==> config.mk <==
export PLATFORM = sky130hd
export DESIGN_NAME = row_buffer_ctrl
export DESIGN_NICKNAME = d
export VERILOG_FILES = /design/src/rtl/rb_pkg.sv /design/src/rtl/rb_lane_rotate.sv /design/src/rtl/row_buffer_ctrl.sv
export SDC_FILE = /design/constraint.sdc
export NUM_CORES = 1
export LEC_CHECK = 0
export BUFFER_PORTS_ARGS = -buffer_cell sky130_fd_sc_hd__buf_4
export CAP_MARGIN = 10
export CORE_MARGIN = 4
export CORE_UTILIZATION = 53
export DETAILED_ROUTE_END_ITERATION = 6
export GPL_ROUTABILITY_DRIVEN = 0
export PLACE_DENSITY_LB_ADDON = 0.1
export SYNTH_ARGS = -nofsm -noshare
export SYNTH_HDL_FRONTEND = slang
export SYNTH_HIERARCHICAL = 1
export SYNTH_SLANG_ARGS = --single-unit
==> constraint.sdc <==
create_clock -name clk -period 2.38 [get_ports clk]
set_input_delay 0.119 -clock clk [delete_from_list [all_inputs] [get_ports clk]]
set_output_delay 0.119 -clock clk [all_outputs]
set_load 0.02 [all_outputs]
==> src/rtl/rb_pkg.sv <==
// Shared state encoding and index helpers for the row-buffer sequencing controller.
package rb_pkg;

  localparam int RB_STATE_W = 2;

  typedef enum logic [RB_STATE_W-1:0] {
    IDLE = 2'd0,
    FILL = 2'd1,
    RUN  = 2'd2,
    DONE = 2'd3
  } rb_state_e;

  // Counter/index width that stays legal (>=1 bit) for a single-entry range.
  function automatic int rb_width(input int n);
    return (n > 1) ? $clog2(n) : 1;
  endfunction

  function automatic int rb_lane_mod(input int a, input int n);
    return a % n;
  endfunction

endpackage

==> src/rtl/rb_lane_rotate.sv <==
// Reorders MM lanes into oldest-first window order starting at the head lane;
// masked slices are forced to zero.
module rb_lane_rotate
  import rb_pkg::*;
#(
  parameter int PIXEL_BITS = 8,
  parameter int RB_COUNT   = 8,
  parameter int HEAD_W     = 3
) (
  input  logic [PIXEL_BITS*RB_COUNT-1:0] lanes,
  input  logic [HEAD_W-1:0]              head,
  input  logic [RB_COUNT-1:0]            mask,
  output logic [PIXEL_BITS*RB_COUNT-1:0] ordered
);

  always_comb begin
    ordered = '0;
    for (int k = 0; k < RB_COUNT; k++) begin
      if (!mask[k])
        ordered[k*PIXEL_BITS +: PIXEL_BITS] =
          lanes[rb_lane_mod(int'(head) + k, RB_COUNT)*PIXEL_BITS +: PIXEL_BITS];
    end
  end

endmodule

==> src/rtl/row_buffer_ctrl.sv <==
// Row-buffer sequencing controller: MM strobes/addresses, row-slot rotation, window column output.
// Optional build macro RB_CTRL_FILL_OUT_EN: emit zero-padded columns during FILL as well.
module row_buffer_ctrl
  import rb_pkg::*;
#(
  parameter int PIXEL_BITS   = 8,
  parameter int IMAGE_WIDTH  = 256,
  parameter int IMAGE_HEIGHT = 256,
  parameter int KERNEL_SIZE  = 9,
  parameter int RB_COUNT     = KERNEL_SIZE - 1
) (
  input  logic                                    clk,
  input  logic                                    rst,
  input  logic                                    clear,
  input  logic                                    s_valid,
  output logic                                    s_ready,
  input  logic [PIXEL_BITS-1:0]                   s_data,
  output logic                                    mem_we,
  output logic [$clog2(RB_COUNT*IMAGE_WIDTH)-1:0] mem_write_addr,
  output logic [PIXEL_BITS-1:0]                   mem_write_data,
  output logic                                    mem_re,
  output logic [$clog2(IMAGE_WIDTH)-1:0]          mem_read_addr,
  input  logic [PIXEL_BITS*RB_COUNT-1:0]          mem_read_data,
  output logic                                    m_valid,
  input  logic                                    m_ready,
  output logic [PIXEL_BITS*(RB_COUNT+1)-1:0]      m_column,
  output logic [$clog2(IMAGE_WIDTH)-1:0]          m_col,
  output logic [$clog2(IMAGE_HEIGHT)-1:0]         m_row,
  output logic                                    frame_done
);

  localparam int WA_W = $clog2(RB_COUNT*IMAGE_WIDTH);
  localparam int CW   = $clog2(IMAGE_WIDTH);
  localparam int RW   = $clog2(IMAGE_HEIGHT);
  localparam int HW   = rb_width(RB_COUNT);

  rb_state_e       state;
  logic [CW-1:0]   col;
  logic [RW-1:0]   row;
  logic [HW-1:0]   head;
  logic [HW-1:0]   head_nxt;
  logic            accept, emit, col_last, row_last;

  logic                         vld_p1;
  logic [PIXEL_BITS-1:0]        data_p1;
  logic [HW-1:0]                head_p1;
  logic [CW-1:0]                col_p1;
  logic [RW-1:0]                row_p1;
  logic [RB_COUNT-1:0]          mask_p1;
  logic [PIXEL_BITS*RB_COUNT-1:0] lanes_p1;

  // Stage 0: accept handshake, MM strobes and addresses
  assign s_ready  = rst & (state != DONE) & (~vld_p1 | m_ready);
  assign accept   = s_valid & s_ready;
  assign col_last = (col == CW'(IMAGE_WIDTH-1));
  assign row_last = (row == RW'(IMAGE_HEIGHT-1));
  assign head_nxt = (head == HW'(RB_COUNT-1)) ? '0 : head + 1'b1;

`ifdef RB_CTRL_FILL_OUT_EN
  assign emit = accept;
`else
  assign emit = accept & (state == RUN);
`endif

  assign mem_we         = accept;
  assign mem_re         = accept;
  assign mem_read_addr  = col;
  assign mem_write_addr = WA_W'(col) * WA_W'(RB_COUNT) + WA_W'(head);
  assign mem_write_data = s_data;

  always_ff @(posedge clk or negedge rst) begin
    if (!rst) begin
      state      <= IDLE;
      col        <= '0;
      row        <= '0;
      head       <= '0;
      frame_done <= 1'b0;
    end else if (clear) begin
      state      <= IDLE;
      col        <= '0;
      row        <= '0;
      head       <= '0;
      frame_done <= 1'b0;
    end else begin
      frame_done <= 1'b0;
      if (accept) begin
        if (col_last) begin
          col  <= '0;
          row  <= row_last ? '0 : row + 1'b1;
          head <= head_nxt;
        end else begin
          col <= col + 1'b1;
        end
      end
      unique case (state)
        IDLE: if (accept) state <= FILL;
        FILL: if (accept && col_last && row == RW'(RB_COUNT-1)) state <= RUN;
        RUN: begin
          if (accept && col_last && row_last) begin
            state      <= DONE;
            frame_done <= 1'b1;
          end
        end
        DONE: state <= IDLE;
      endcase
    end
  end

  // Stage 1: output register, aligned with the 1-cycle MM read
  always_ff @(posedge clk or negedge rst) begin
    if (!rst) begin
      vld_p1  <= 1'b0;
      data_p1 <= '0;
      head_p1 <= '0;
      col_p1  <= '0;
      row_p1  <= '0;
    end else if (clear) begin
      vld_p1 <= 1'b0;
    end else begin
      if (emit)         vld_p1 <= 1'b1;
      else if (m_ready) vld_p1 <= 1'b0;
      if (accept) begin
        data_p1 <= s_data;
        head_p1 <= head;
        col_p1  <= col;
        row_p1  <= row;
      end
    end
  end

  // Lanes not yet written this frame are the top border: slice k < RB_COUNT - row.
  always_comb begin
    mask_p1 = '0;
`ifdef RB_CTRL_FILL_OUT_EN
    for (int k = 0; k < RB_COUNT; k++)
      if (int'(row_p1) + k < RB_COUNT) mask_p1[k] = 1'b1;
`endif
  end

  rb_lane_rotate #(
    .PIXEL_BITS(PIXEL_BITS),
    .RB_COUNT  (RB_COUNT),
    .HEAD_W    (HW)
  ) u_rotate (
    .lanes  (mem_read_data),
    .head   (head_p1),
    .mask   (mask_p1),
    .ordered(lanes_p1)
  );

  assign m_valid  = vld_p1;
  assign m_column = vld_p1 ? {data_p1, lanes_p1} : '0;
  assign m_col    = col_p1;
  assign m_row    = row_p1;

endmodule

### After elaboration in Yosys (flattened, before gate mapping)

Cells that the tools add are included.

| storage, ports and cells | value |
|---|---|
| register bits after elaboration | 50 |
| input port bits | 77 |
| output and inout port bits | 120 |

| operators by class | value |
|---|---|
| add/subtract/negate cells | 11 |
| equal/unequal tests | 11 |
| shifts and indexed selects | 8 |
| muxes and demuxes | 23 |
| bitwise operators | 14 |
| reductions and logical operators | 17 |

Operators with widths:

| kind | count |
|---|---|
| 64-bit by 7-bit variable part select with 8-bit output | 8 |
| 72-bit two-way mux | 1 |
| 8-bit two-way mux | 7 |
| 3-bit OR reduction | 7 |
| 8-bit by 1-bit adder with 8-bit output (second input constant) | 2 |
| 8-bit equality test (second input constant) | 2 |
| 3-bit adder (second input constant) | 4 |
| 3-bit two-way mux | 4 |
| 11-bit by 3-bit adder with 11-bit output | 1 |
| 8-bit by 3-bit equality test with 1-bit output (second input constant) | 1 |
| 2-bit two-way mux | 4 |
| 2-bit one-hot mux with 4 select lines | 1 |
| 1-bit bitwise AND (first input constant) | 7 |
| 3-bit by 1-bit adder with 3-bit output (second input constant) | 2 |
| 3-bit by 2-bit adder with 3-bit output (second input constant) | 2 |
| 1-bit two-way mux | 6 |
| 3-bit != test (second input constant) | 2 |
| 1-bit bitwise AND | 4 |
| 2-bit equality test (second input constant) | 2 |
| 2-bit AND reduction | 2 |
| 2-bit nonzero test | 2 |
| 3-bit equality test (second input constant) | 1 |
| 1-bit logical AND | 3 |
| 3-bit by 2-bit != test with 1-bit output (second input constant) | 1 |
| other kinds (7) | 8 |

### Depth between registers and ports, before layout

Gate-level depths: netlist (run 1).

| depth | value |
|---|---|
| word-level depth | 9 |
| mapped depth | 10 |
| mapped depth without buffers | 7 |

### Hierarchy

The synthesis (run 1) kept the hierarchy.

By module, submodules not included:

| module | instances | cells each | area an instance (sq um) | sequential area each (sq um) |
|---|---|---|---|---|
| row_buffer_ctrl | 1 | 292 | 2,969.1 | 1,251.2 |
| rb_lane_rotate | 1 | 318 | 2,937.8 | 0.0 |

### Least setup slack after synthesis (run 1)

No wires, ideal clock.

| timing | value |
|---|---|
| kind | register to output |
| start point | register head_p1[0] |
| end point | output m_column[12] |
| arrival | 2.142 ns |
| required time | 2.261 ns |
| slack | 0.119 ns |
| stages on the path, launching flop included | 11 |
| path buffers | 4 |
| cell sequence | dfrtp_1 -> inv_2 -> buf_2 -> buf_2 -> ha_1 -> buf_6 -> buf_6 -> mux2i_1 -> mux2_2 -> o22ai_1 -> and2_1 |

| on the way | value |
|---|---|
| longest elaborated chain between the ends | 5 |

RTL lines:

| item | RTL line | RTL |
|---|---|---|
| start, declared | row_buffer_ctrl.sv:46 | `logic [HW-1:0] head_p1;` |
| start signal, assigned | row_buffer_ctrl.sv:114 | `head_p1 <= '0;` |
| start signal, assigned | row_buffer_ctrl.sv:124 | `head_p1 <= head;` |
| 3-bit by 1-bit adder with 3-bit output (*) | rb_lane_rotate.sv:21 | `lanes[rb_lane_mod(int'(head) + k, RB_COUNT)*PIXEL_BITS +: PIXEL_BITS];` |
| 3-bit OR reduction (no line) | -- |  |
| 1-bit bitwise AND (no line) | -- |  |
| 64-bit by 7-bit variable part select with 8-bit output (*) | rb_lane_rotate.sv:21 |  |
| via lanes_p1[12] | row_buffer_ctrl.sv:50 | `logic [PIXEL_BITS*RB_COUNT-1:0] lanes_p1;` |
| 72-bit two-way mux (*) | row_buffer_ctrl.sv:152 | `assign m_column = vld_p1 ? {data_p1, lanes_p1} : '0;` |
| end, declared | row_buffer_ctrl.sv:26 | `output logic [PIXEL_BITS*(RB_COUNT+1)-1:0] m_column,` |

Mark *: on every way through the listed nets, which the timed path passes. The rest lies on a longest branch.

### Final worst setup path (run 1)

| timing | value |
|---|---|
| start point | register head_p1[1] |
| end point | output m_column[12] |

Same word-level chain as after synthesis.

==> summary.txt, run 1 <==
Global routing
  • Vias in the first global route: 5541
  • Initial antenna violation count: 0
  • Global-route wire length before repair: 28200 um
  • GRT Residual Overflow: 0
  • Largest net degree at the start of global routing: 74
  • Total GRT Usage: 0.269

STA
  • Crit share post-route: 1.01
  • Hold slack: 50.4 ps
  • Fin. Hold Viols: 0
  • Worst slew pin tran: 621 ps
  • Final Critical Period: 2390 ps
  • RSZ-0062 raised after global routing: yes
  • Max_slew headroom: 0.586
  • Post-Route Skew: 6.93 ps
  • Post-Route Setup TNS: -12.8 ps
  • Worst setup margin: -12.1 ps
  • Fmax: 418 MHz
  • Max-slew violations: 0
  • Setup Viol. Count Final: 2

Critical path
  • WP data arrival: 2270 ps
  • Worst Reg-to-Reg Cells: 6
  • Reg2Reg Setup Slack: 290 ps
  • CP required: 2260 ps
  • CP startpoint kind: flip-flop
  • Critical path class: reg -> out
  • CP Capture Type: primary output
  • Crit Path Max Fanout: 7
  • Reg2reg start: state[0]
  • FF-to-FF End: state[0]

Yosys
  • Synth Register Bits: 50
  • Yosys Warn Count: 6
  • Post-synthesis cell type count: 51
  • Sequential area share after synthesis: 0.212
  • Mapped Cells: 610
  • Mean area per synthesized cell: 9.68 um2
  • Synthesized area: 5910 um2

Floorplan
  • Core area: 10900 um2
  • I/O pin count: 197
  • Initial Utilization: 0.543
  • DIE HEIGHT: 114 um
  • Num rows: 38
  • Die Wd: 114 um
  • Die area: 12900 um2

Drt
  • Residual DRC: 0
  • DR pass1 iterations: 5
  • DR iter-0 viols: 278
  • WL final: 18000 um
  • DR WL/cell: 19.6 um
  • Antenna-violating nets left: 0
  • Via count: 5406
  • Via density: 5.90

Hold path
  • Worst Hold Class: in -> reg
  • Hold EP: data_p1[2]
  • Hold path start: s_data[2]
  • Hold Path Depth: 2

Clocking
  • Number of CTS-inserted buffers: 5
  • Clock sinks: 50
  • Reg clk slew, reported paths: 80 ps
  • Clock Path Buffers: 2
  • H-tree Lvls: 2
  • TritonCTS clock tree: built
  • Clk root buf: clkbuf_8
  • Clock network latency to the later pin of the worst-skew pair: 300 ps

Placement
  • Placed insts: 899
  • PortBufs: 196
  • Dpl hpwl: 13200 um

Pwr
  • PwrDens: 302 nW/um2
  • Worst ir drop on vdd: 0.000514 V
  • Leakage: 3.24 nW

Cells and area
  • ANT cells: 0
  • Final Util: 0.705
  • Non-filler cells, final: 916
  • Final-stage net count: 863
  • Fraction of layout cells with a size suffix above 1: 0.465
  • P&R area growth vs syn: 29.9%
  • Commonest non-fill, non-tap cell in the layout: buf_4
  • Most frequent cells in the layout: 192 x buf_4, 128 x mux2i_1, 85 x mux2_2, 71 x and2_1, 47 x dfrtp_1

Job
  • Max cap viols: 0

Outcome
  • Failing checks: setup timing
  • Status: finished, violations left
==> critical path, stage by stage, from the launching register on <==
cell and delay [ps]:
dfrtp_4 520, inv_4 70, ha_4 250, buf_6 160, buf_6 120, mux2i_1 110, mux2_2 290, o22ai_1 140
and2_1 150, buf_4 140
==> cell families (layout without fill, tap and decap cells) <==
logic type,after synthesis,in the layout,share of synthesized area
mux,220,220,0.392
xor+xnor,15,15,0.0222
fa+ha+maj,11,11,0.0233
simple gates,156,156,0.164
flops,50,50,0.212
buf+inv,76,227,0.0849
compound gates,81,81,0.101
other cells,1,16,0.000635
==> state kept, by name, indices dropped and copies added, names as in the netlist <==
name and flops:
data_p1 8, frame_done 1, head 3, head_p1 3, m_col 8, m_row 8, m_valid 1, mem_read_addr 8
row 8, state 2
==> worst max path at each step <==
stage	from	to	slack, ps	cells after the start
after floorplan	head_p1[0]	m_column[12]	120	10
after global placement	head_p1[1]	m_column[30]	100	8
after detailed placement	head_p1[1]	m_column[24]	30	8
after CTS	head_p1[1]	m_column[12]	-2	9
after global routing	head_p1[1]	m_column[27]	-80	8
final	head_p1[1]	m_column[12]	-10	9
==> layout make-up <==
class / count / area [um2]
clock buffers: 6 / 82.6
clock inverters: 2 / 12.5
flip-flops and latches: 50 / 1260
fillers: 880 / 3220
multi-input cells: 499 / 4360
repair buffers: 213 / 1760
well taps: 140 / 175
inverters: 6 / 25.0
==> cell usage after synthesis (all sizes together) <==
master	count	area share
and2b	1	0.0013
o22ai	64	0.083
xnor2	7	0.010
a21oi	10	0.0085
inv	6	0.0038
mux2	91	0.17
and3	2	0.0021
mux2i	129	0.22
nand3b	2	0.0025
nor3	8	0.0076
and4	2	0.0030
a221oi	1	0.0025
nand3	6	0.0080
a31oi	1	0.0011
o31ai	1	0.0021
clkbuf	15	0.0095
nand2b	15	0.017
or2	6	0.0068
conb	1	0.00063
and2	74	0.078
dfrtp	50	0.21
nand4	5	0.0064
nor2	16	0.013
a21o	1	0.0013
o21ai	2	0.0017
buf	55	0.072
or3	1	0.0011
nor4	2	0.0047
ha	11	0.023
or3b	1	0.0015
xor2	8	0.012
nand2	15	0.010
a311o	1	0.0017
==> power breakdown <==
group | internal [W] | total [W] | switching, W
Combinational | 0.000401 | 0.000851 | 0.000450
Clock | 0.000234 | 0.000510 | 0.000276
Sequential | 0.000917 | 0.000959 | 0.0000420
Total | 0.00155 | 0.00232 | 0.000768
==> metrics by stage <==
stage | setup slack (ps) | power [W] | area (um2)
floorplan | 119 | 0.00148 | 5960
global placement | 101 | 0.00177 | 7260
detailed placement | 32.2 | 0.00181 | 7260
CTS | -2.06 | 0.00233 | 7570
global route | -82.8 | 0.00245 | 7670
finish | -12.1 | 0.00232 | 7670
==> repair_timing <==
item	in CTS	in global routing
pin swaps	2	0
setup endpoints to repair	64	37
hold buffers	1	0
buffers inserted	7	0
cloned	1	0
endpoints found under the hold margin	50	0
gates resized for setup	24	23
==> per-layer routing <==
metal  share of wire  track usage  wire, um  up-vias
met3           0.074       0.0451      1330       41
li1                -            -         -     2514
met4           0.029        0.101       513        0
met2            0.53        0.496      9460      225
met1            0.37        0.308      6650     2626
met5               0            0         0        -
Power figures use the tool's default switching activity.
==> run 2: changes to the inputs <==
- SETUP_SLACK_MARGIN: unset -> 0.02
==> run 2 against run 1 <==
- the run still ends with setup timing left
- clock power about the same
- critical path type unchanged
- largest power group unchanged
- via count grew 0.91%
- maximum frequency fell by 2.1%
==> summary.txt, run 2 (same netlist as run 1, synthesis figures left out) <==
Outcome
  • Status: finished, violations left
  • Failing checks: setup timing

Pwr
  • Sw Ratio: 0.333 (+0.00163)
  • Int Pwr: 0.00157 W (+1.1%)
  • PwrDens: 296 nW/um2 (-2.2%)
  • Tot Pwr: 0.00235 W (+1.3%)
  • Worst ir drop on vdd: 0.000516 V (+0.38%)
  • Net Sw Power: 0.000782 W (+1.8%)
  • Combinational power share: 0.375 (+0.008)
  • Reg power frac: 0.408 (-0.005)
  • Leakage: 3.38 nW (+4.6%)
  • Clock power frac: 0.217 (-0.003)

Drt
  • Antenna-violating nets left: 0 (unchanged)
  • Via count: 5455 (+0.91%)
  • WL final: 18600 um (+3.8%)
  • Residual DRC: 0 (unchanged)
  • DR pass1 iterations: 5 (unchanged)
  • DR WL/cell: 20.2 um (+3.2%)
  • Via density: 5.92 (+0.36%)
  • DR iter-0 viols: 321 (+15%)

Cells and area
  • Final-stage net count: 868 (+0.58%)
  • Final Util: 0.730 (+0.0255)
  • Non-filler cells, final: 921 (+0.55%)
  • Commonest non-fill, non-tap cell in the layout: buf_4
  • # fillers: 827 (-6.0%)
  • ANT cells: 0 (unchanged)
  • P&R area growth vs syn: 34.6%
  • Most frequent cells in the layout: 180 x buf_4, 129 x mux2i_1, 71 x mux2_2, 61 x and2_1, 46 x dfrtp_1
  • Fraction of layout cells with a size suffix above 1: 0.497 (+0.0316)

STA
  • Post-Route Setup TNS: -138 ps (-126 ps)
  • Worst setup margin: -62.7 ps (-50.6 ps)
  • Max-slew violations: 0 (unchanged)
  • Fmax: 409 MHz (-2.1%)
  • RSZ-0062 raised after global routing: yes
  • Final Critical Period: 2440 ps (+50.6 ps)
  • Worst slew pin tran: 621 ps (+0.386 ps)
  • Fin. Hold Viols: 0 (unchanged)
  • Post-Route Skew: 7.03 ps (+0.0968 ps)
  • Setup Viol. Count Final: 5 (+3)
  • Max_slew headroom: 0.586 (about the same)
  • Crit share post-route: 1.03 (+0.0212)

Placement
  • Dpl hpwl: 13200 um (unchanged)
  • Post-place setup slack: 32.2 ps (unchanged)
  • Placed insts: 899 (unchanged)
  • PortBufs: 196 (unchanged)

Hold path
  • Hold Path Depth: 2 (unchanged)
  • Worst Hold Class: in -> reg

Clocking
  • Clock network latency to the later pin of the worst-skew pair: 300 ps (about the same)
  • H-tree Lvls: 2 (unchanged)
  • TritonCTS clock tree: built
  • Clock sinks: 50 (unchanged)
  • Clock Path Buffers: 2 (unchanged)
  • Clk root buf: clkbuf_8
  • Reg clk slew, reported paths: 80 ps (about the same)
  • Number of CTS-inserted buffers: 5 (unchanged)

Critical path
  • Critical path class: reg -> out
  • CP required: 2260 ps (about the same)
  • Worst Setup EP: m_column[59]
  • Worst Reg-to-Reg Cells: 6 (unchanged)
  • Reg2reg start: state[0]
  • CP bufs+invs: 4 (unchanged)
  • CP cell instances: inv_4 > ha_4 > buf_8 > buf_4 > mux2i_1 > mux2_4 > o22ai_2 > and2_4 > buf_6
  • Crit Path Max Fanout: 6 (-1)
  • Crit-path slowest cell: dfrtp_4
  • Stages on the worst setup path: 9 (unchanged)
  • Reg2Reg Setup Slack: 300 ps (about the same)
  • WP data arrival: 2320 ps (+50 ps)
  • CP startpoint kind: flip-flop
  • FF-to-FF End: state[0]
  • CP Capture Type: primary output
  • Critical path's top delay family: flip-flops
  • CP peak stage delay: 520 ps (about the same)
  • Setup crit start: head_p1[1]

Global routing
  • Total GRT Usage: 0.269 (+0.000559)
  • Vias in the first global route: 5578 (+0.67%)
  • Initial antenna violation count: 0 (unchanged)
  • GRT Residual Overflow: 0 (unchanged)
  • Largest net degree at the start of global routing: 74 (unchanged)
  • Global-route wire length before repair: 28200 um (unchanged)

Floorplan
  • Num rows: 38 (unchanged)
  • Die area: 12900 um2 (unchanged)
  • I/O pin count: 197 (unchanged)
  • Initial Utilization: 0.543 (unchanged)
  • DIE HEIGHT: 114 um (unchanged)
  • Die Wd: 114 um (unchanged)
  • Core area: 10900 um2 (unchanged)

Job
  • Max cap viols: 0 (unchanged)
[run 2: how the worst min path moves through the flow]
stage | from | endpoint | slack, ps
finish | s_data[2] | data_p1[2] | 50
global route | s_data[1] | data_p1[1] | 40
CTS | s_data[1] | data_p1[1] | 40
detailed placement | rst | data_p1[4] | 320
global placement | rst | data_p1[4] | 310
floorplan | rst | data_p1[0] | -180
[run 2: final cells by class]
type	instances	area (um2)	share of cell area
timing repair buffer	218	1880	0.237
clock inverter	2	12.5	0.00157
tap	140	175	0.0220
sequential	50	1260	0.158
clock buffer	6	82.6	0.0104
multi-input combinational	499	4520	0.568
inverter	6	25.0	0.00315
[run 2: per-layer routing]
layer / share of wire / global-route usage
met1: 0.37 / 0.305
met2: 0.53 / 0.497
met3: 0.071 / 0.0435
met4: 0.029 / 0.114
met5: 0 / 0
[run 2: timing repair]
item,in CTS,in global routing
resized for setup,28,75
setup endpoints to repair,64,45
endpoints found under the hold margin,50,0
buffers inserted,7,4
hold buffers,1,0
cloned,1,2
pin swaps,3,12
[run 2: power groups by stage]
stage / Combinational, W / Clock (W) / Sequential [W]
2_1_floorplan: 0.000504 / 0 / 0.000974
3_5_place_dp: 0.000827 / 0 / 0.000979
3_3_place_gp: 0.000803 / 0 / 0.000971
4_1_cts: 0.000842 / 0.000532 / 0.000961
5_1_grt: 0.000956 / 0.000556 / 0.000971
6_report: 0.000882 / 0.000510 / 0.000959
[run 2: through the flow]
step	cell area [um2]	hold slack, ps
after floorplan	5960	-177
after global placement	7260	315
after detailed placement	7260	318
after CTS	7590	36.2
after global routing	7950	36.9
final	7950	50.4
==> run 3: changes to the inputs <==
- CORE_UTILIZATION: 53 -> 51
- SYNTH_HIERARCHICAL: 1 -> unset
- TNS_END_PERCENT: unset -> 10
==> run 3 against run 2 <==
- the run now ends clean
- total power down 6.6%
- clock power is 8.4% lower
- wire length shrank 20%
- design area is 13% lower
- critical path depth shrank 1
- sequential power decreased by 1%
- maximum frequency grew 7.8%
- register-to-register slack lost 130 ps
- synthesized cell count is 17% lower
- critical path type unchanged
- critical endpoint is now m_column[15]
- largest power group unchanged
==> summary.txt, run 3 <==
Outcome
  • Status: complete, no violations

Critical path
  • Stages on the worst setup path: 8 (-1)
  • Crit Path Max Fanout: 20 (+14)
  • CP Capture Type: primary output
  • CP cell instances: buf_6 > inv_1 > ha_4 > buf_12 > mux4_2 > nand2_1 > a21boi_2 > buf_4
  • Reg2Reg Setup Slack: 170 ps (-130 ps)
  • Critical path class: reg -> out
  • WP data arrival: 2150 ps (-170 ps)
  • Worst Reg-to-Reg Cells: 5 (-1)
  • CP peak stage delay: 390 ps (-130 ps)
  • Setup crit start: head_p1[1]
  • CP startpoint kind: flip-flop
  • Worst Setup EP: m_column[15]
  • CP bufs+invs: 4 (unchanged)
  • Critical path's top delay family: buffers and inverters
  • Crit-path slowest cell: dfrtp_2
  • CP required: 2260 ps (about the same)
  • FF-to-FF End: state[0]
  • Reg2reg start: mem_read_addr[3]

Yosys
  • Top cells by area, synth: mux4_2 28%, dfrtp_1 24%, nand2_1 8.5%
  • Area share of the largest cell type after synthesis: 0.282 (+0.0636)
  • Post-synthesis cell type count: 39 (-24%)
  • Sequential area share after synthesis: 0.245 (+0.0332)
  • Synth Register Bits: 50 (unchanged)
  • Yosys Warn Count: 0 (-6)
  • Leading area contributor after synthesis: mux4_2
  • Synth Flop Type: dfrtp_1
  • Syn_nets: 596
  • Most frequent cell after synthesis: nand2_1
  • Fraction of registers with async set/reset: 1.00 (unchanged)
  • Mean area per synthesized cell: 10.0 um2 (+3.6%)
  • Cell types with the highest counts after synthesis: 115 x nand2_1, 64 x mux4_2, 50 x dfrtp_1
  • Mapped Cells: 509 (-17%)
  • Synthesized area: 5110 um2 (-14%)
  • EDFF count, synth: 0 (unchanged)

Floorplan
  • DIE HEIGHT: 108 um (-4.8%)
  • Num rows: 36 (-5.3%)
  • Initial Utilization: 0.523 (-0.0200)
  • Die area: 11700 um2 (-9.5%)
  • Core area: 9770 um2 (-10%)
  • I/O pin count: 197 (unchanged)
  • Die Wd: 108 um (-4.8%)

Drt
  • Via count: 4797 (-12%)
  • Uppermost layer routed: met4
  • Met3 wire length: 1180 um (-11%)
  • DR iter-0 viols: 254 (-21%)
  • DR WL/cell: 18.2 um (-10%)
  • WL final: 14900 um (-20%)
  • Via density: 5.89 (-0.63%)
  • DR pass1 iterations: 4 (-1)
  • Residual DRC: 0 (unchanged)
  • Antenna-violating nets left: 0 (unchanged)
  • WL met2: 8060 um (-18%)
  • DRT met1 WL: 5440 um (-21%)

STA
  • Crit share post-route: 0.952 (-0.0741)
  • Max_slew headroom: 0.582 (-0.00416)
  • Worst slew pin tran: 628 ps (+6.24 ps)
  • Setup Viol. Count Final: 0 (-5)
  • RSZ-0062 raised after global routing: yes
  • Final Critical Period: 2270 ps (-176 ps)
  • Post-Route Setup TNS: 0 ps (+138 ps)
  • Fmax: 441 MHz (+7.8%)
  • Max-slew violations: 0 (unchanged)
  • Hold slack: 64.0 ps (+13.7 ps)
  • Fin. Hold Viols: 0 (unchanged)
  • Post-Route Skew: 7.67 ps (+0.648 ps)

Clocking
  • Clock network latency to the later pin of the worst-skew pair: 300 ps (about the same)
  • H-tree Lvls: 2 (unchanged)
  • Reg clk slew, reported paths: 80 ps (about the same)
  • Clock sinks: 50 (unchanged)
  • Clk root buf: clkbuf_8
  • Number of CTS-inserted buffers: 5 (unchanged)
  • Clock Path Buffers: 2 (unchanged)
  • TritonCTS clock tree: built

Cells and area
  • Final-stage net count: 768 (-12%)
  • P&R area growth vs syn: 35.6%
  • Fraction of layout cells with a size suffix above 1: 0.521 (+0.0237)
  • ANT cells: 0 (unchanged)
  • # fillers: 760 (-8.1%)
  • Commonest non-fill, non-tap cell in the layout: buf_4
  • Non-filler cells, final: 815 (-12%)
  • Most frequent cells in the layout: 214 x buf_4, 115 x nand2_1, 64 x mux4_2, 47 x dfrtp_1, 31 x a21boi_2

Placement
  • Dpl hpwl: 11400 um (-13%)
  • PortBufs: 196 (unchanged)
  • Placed insts: 805 (-10%)

Pwr
  • Tot Pwr: 0.00220 W (-6.6%)
  • PwrDens: 317 nW/um2 (+7.2%)
  • Leakage: 2.99 nW (-12%)
  • Worst ir drop on vdd: 0.000355 V (-31%)

Global routing
  • Initial antenna violation count: 0 (unchanged)
  • Vias in the first global route: 4725 (-15%)
  • Global-route wire length before repair: 23700 um (-16%)
  • Largest net degree at the start of global routing: 74 (unchanged)
  • GRT Residual Overflow: 0 (unchanged)
  • Total GRT Usage: 0.253 (-0.0164)

Job
  • Max cap viols: 0 (unchanged)

Hold path
  • Worst Hold Class: in -> reg
==> run 3: cell types whose count changed after synthesis, moves of 14 or more <==
cell / change
nand2_1: +101
mux2i_1: -112
nor2b_1: +19
a21boi_0: +48
o22ai_1: -49
o22ai_2: -14
mux2_2: -61
mux4_2: +64
and2_1: -64
==> run 3: how the worst min path moves through the flow <==
stage	from	end	slack (ps)	cells after the start
final	s_data[7]	data_p1[7]	60	2
after global routing	s_data[7]	data_p1[7]	40	2
after floorplan	rst	data_p1[0]	-180	0
after detailed placement	rst	data_p1[2]	310	2
after CTS	s_data[7]	data_p1[7]	60	2
after global placement	rst	data_p1[3]	310	2
==> run 3: worst register-to-register path, delay by kind of cell (launching register included) <==
family,cells,cell delay [ps]
compound gates,2,640
flops,1,520
simple gates,3,950
==> run 3: routing by layer <==
metal  up-vias  GRT usage
met5         -          0
met4         0     0.0532
met3        14     0.0460
met2       196      0.461
met1      2392      0.314
li1       2195          -
==> run 3: kinds of logic (layout without fill, tap and decap cells) <==
group	after synthesis	after routing	share of synthesized area
AND/OR/NAND/NOR	193	193	0.173
adder cells (fa/ha/maj)	10	10	0.0245
buffers and inverters	64	237	0.0654
multiplexers	106	106	0.371
AO/OA/AOI/OAI	74	74	0.101
XOR/XNOR	12	12	0.0206
flip-flops	50	50	0.245
==> run 3: repair_timing <==
action / 4_1_cts / 5_1_grt
setup buffers: 0 / 1
hold buffers: 1 / 0
setup endpoints to repair: 32 / 46
resized for setup: 5 / 10
endpoints found under the hold margin: 50 / 0
pin swaps: 0 / 2
==> run 3: area by class of cell <==
type                    count  area, um2  share of cell area
flip-flops and latches     50       1260               0.182
multi-input cells         395       3680               0.532
inverters                   7       26.3             0.00379
repair buffers            222       1710               0.247
well taps                 133        166              0.0240
clock buffers               8       80.1              0.0116
==> run 3: metrics by stage <==
step	area, um2	setup WS, ps	utilization
after floorplan	5220	-105	-
after global placement	6740	238	0.690
after detailed placement	6740	67.9	0.690
after CTS	6860	33.9	0.702
after global routing	6930	-19.2	0.709
final	6930	114	0.709
==> run 3: report_power, final <==
part           internal (W)  switching [W]
sequential         0.000907      0.0000394
clock              0.000209       0.000258
combinational      0.000393       0.000390
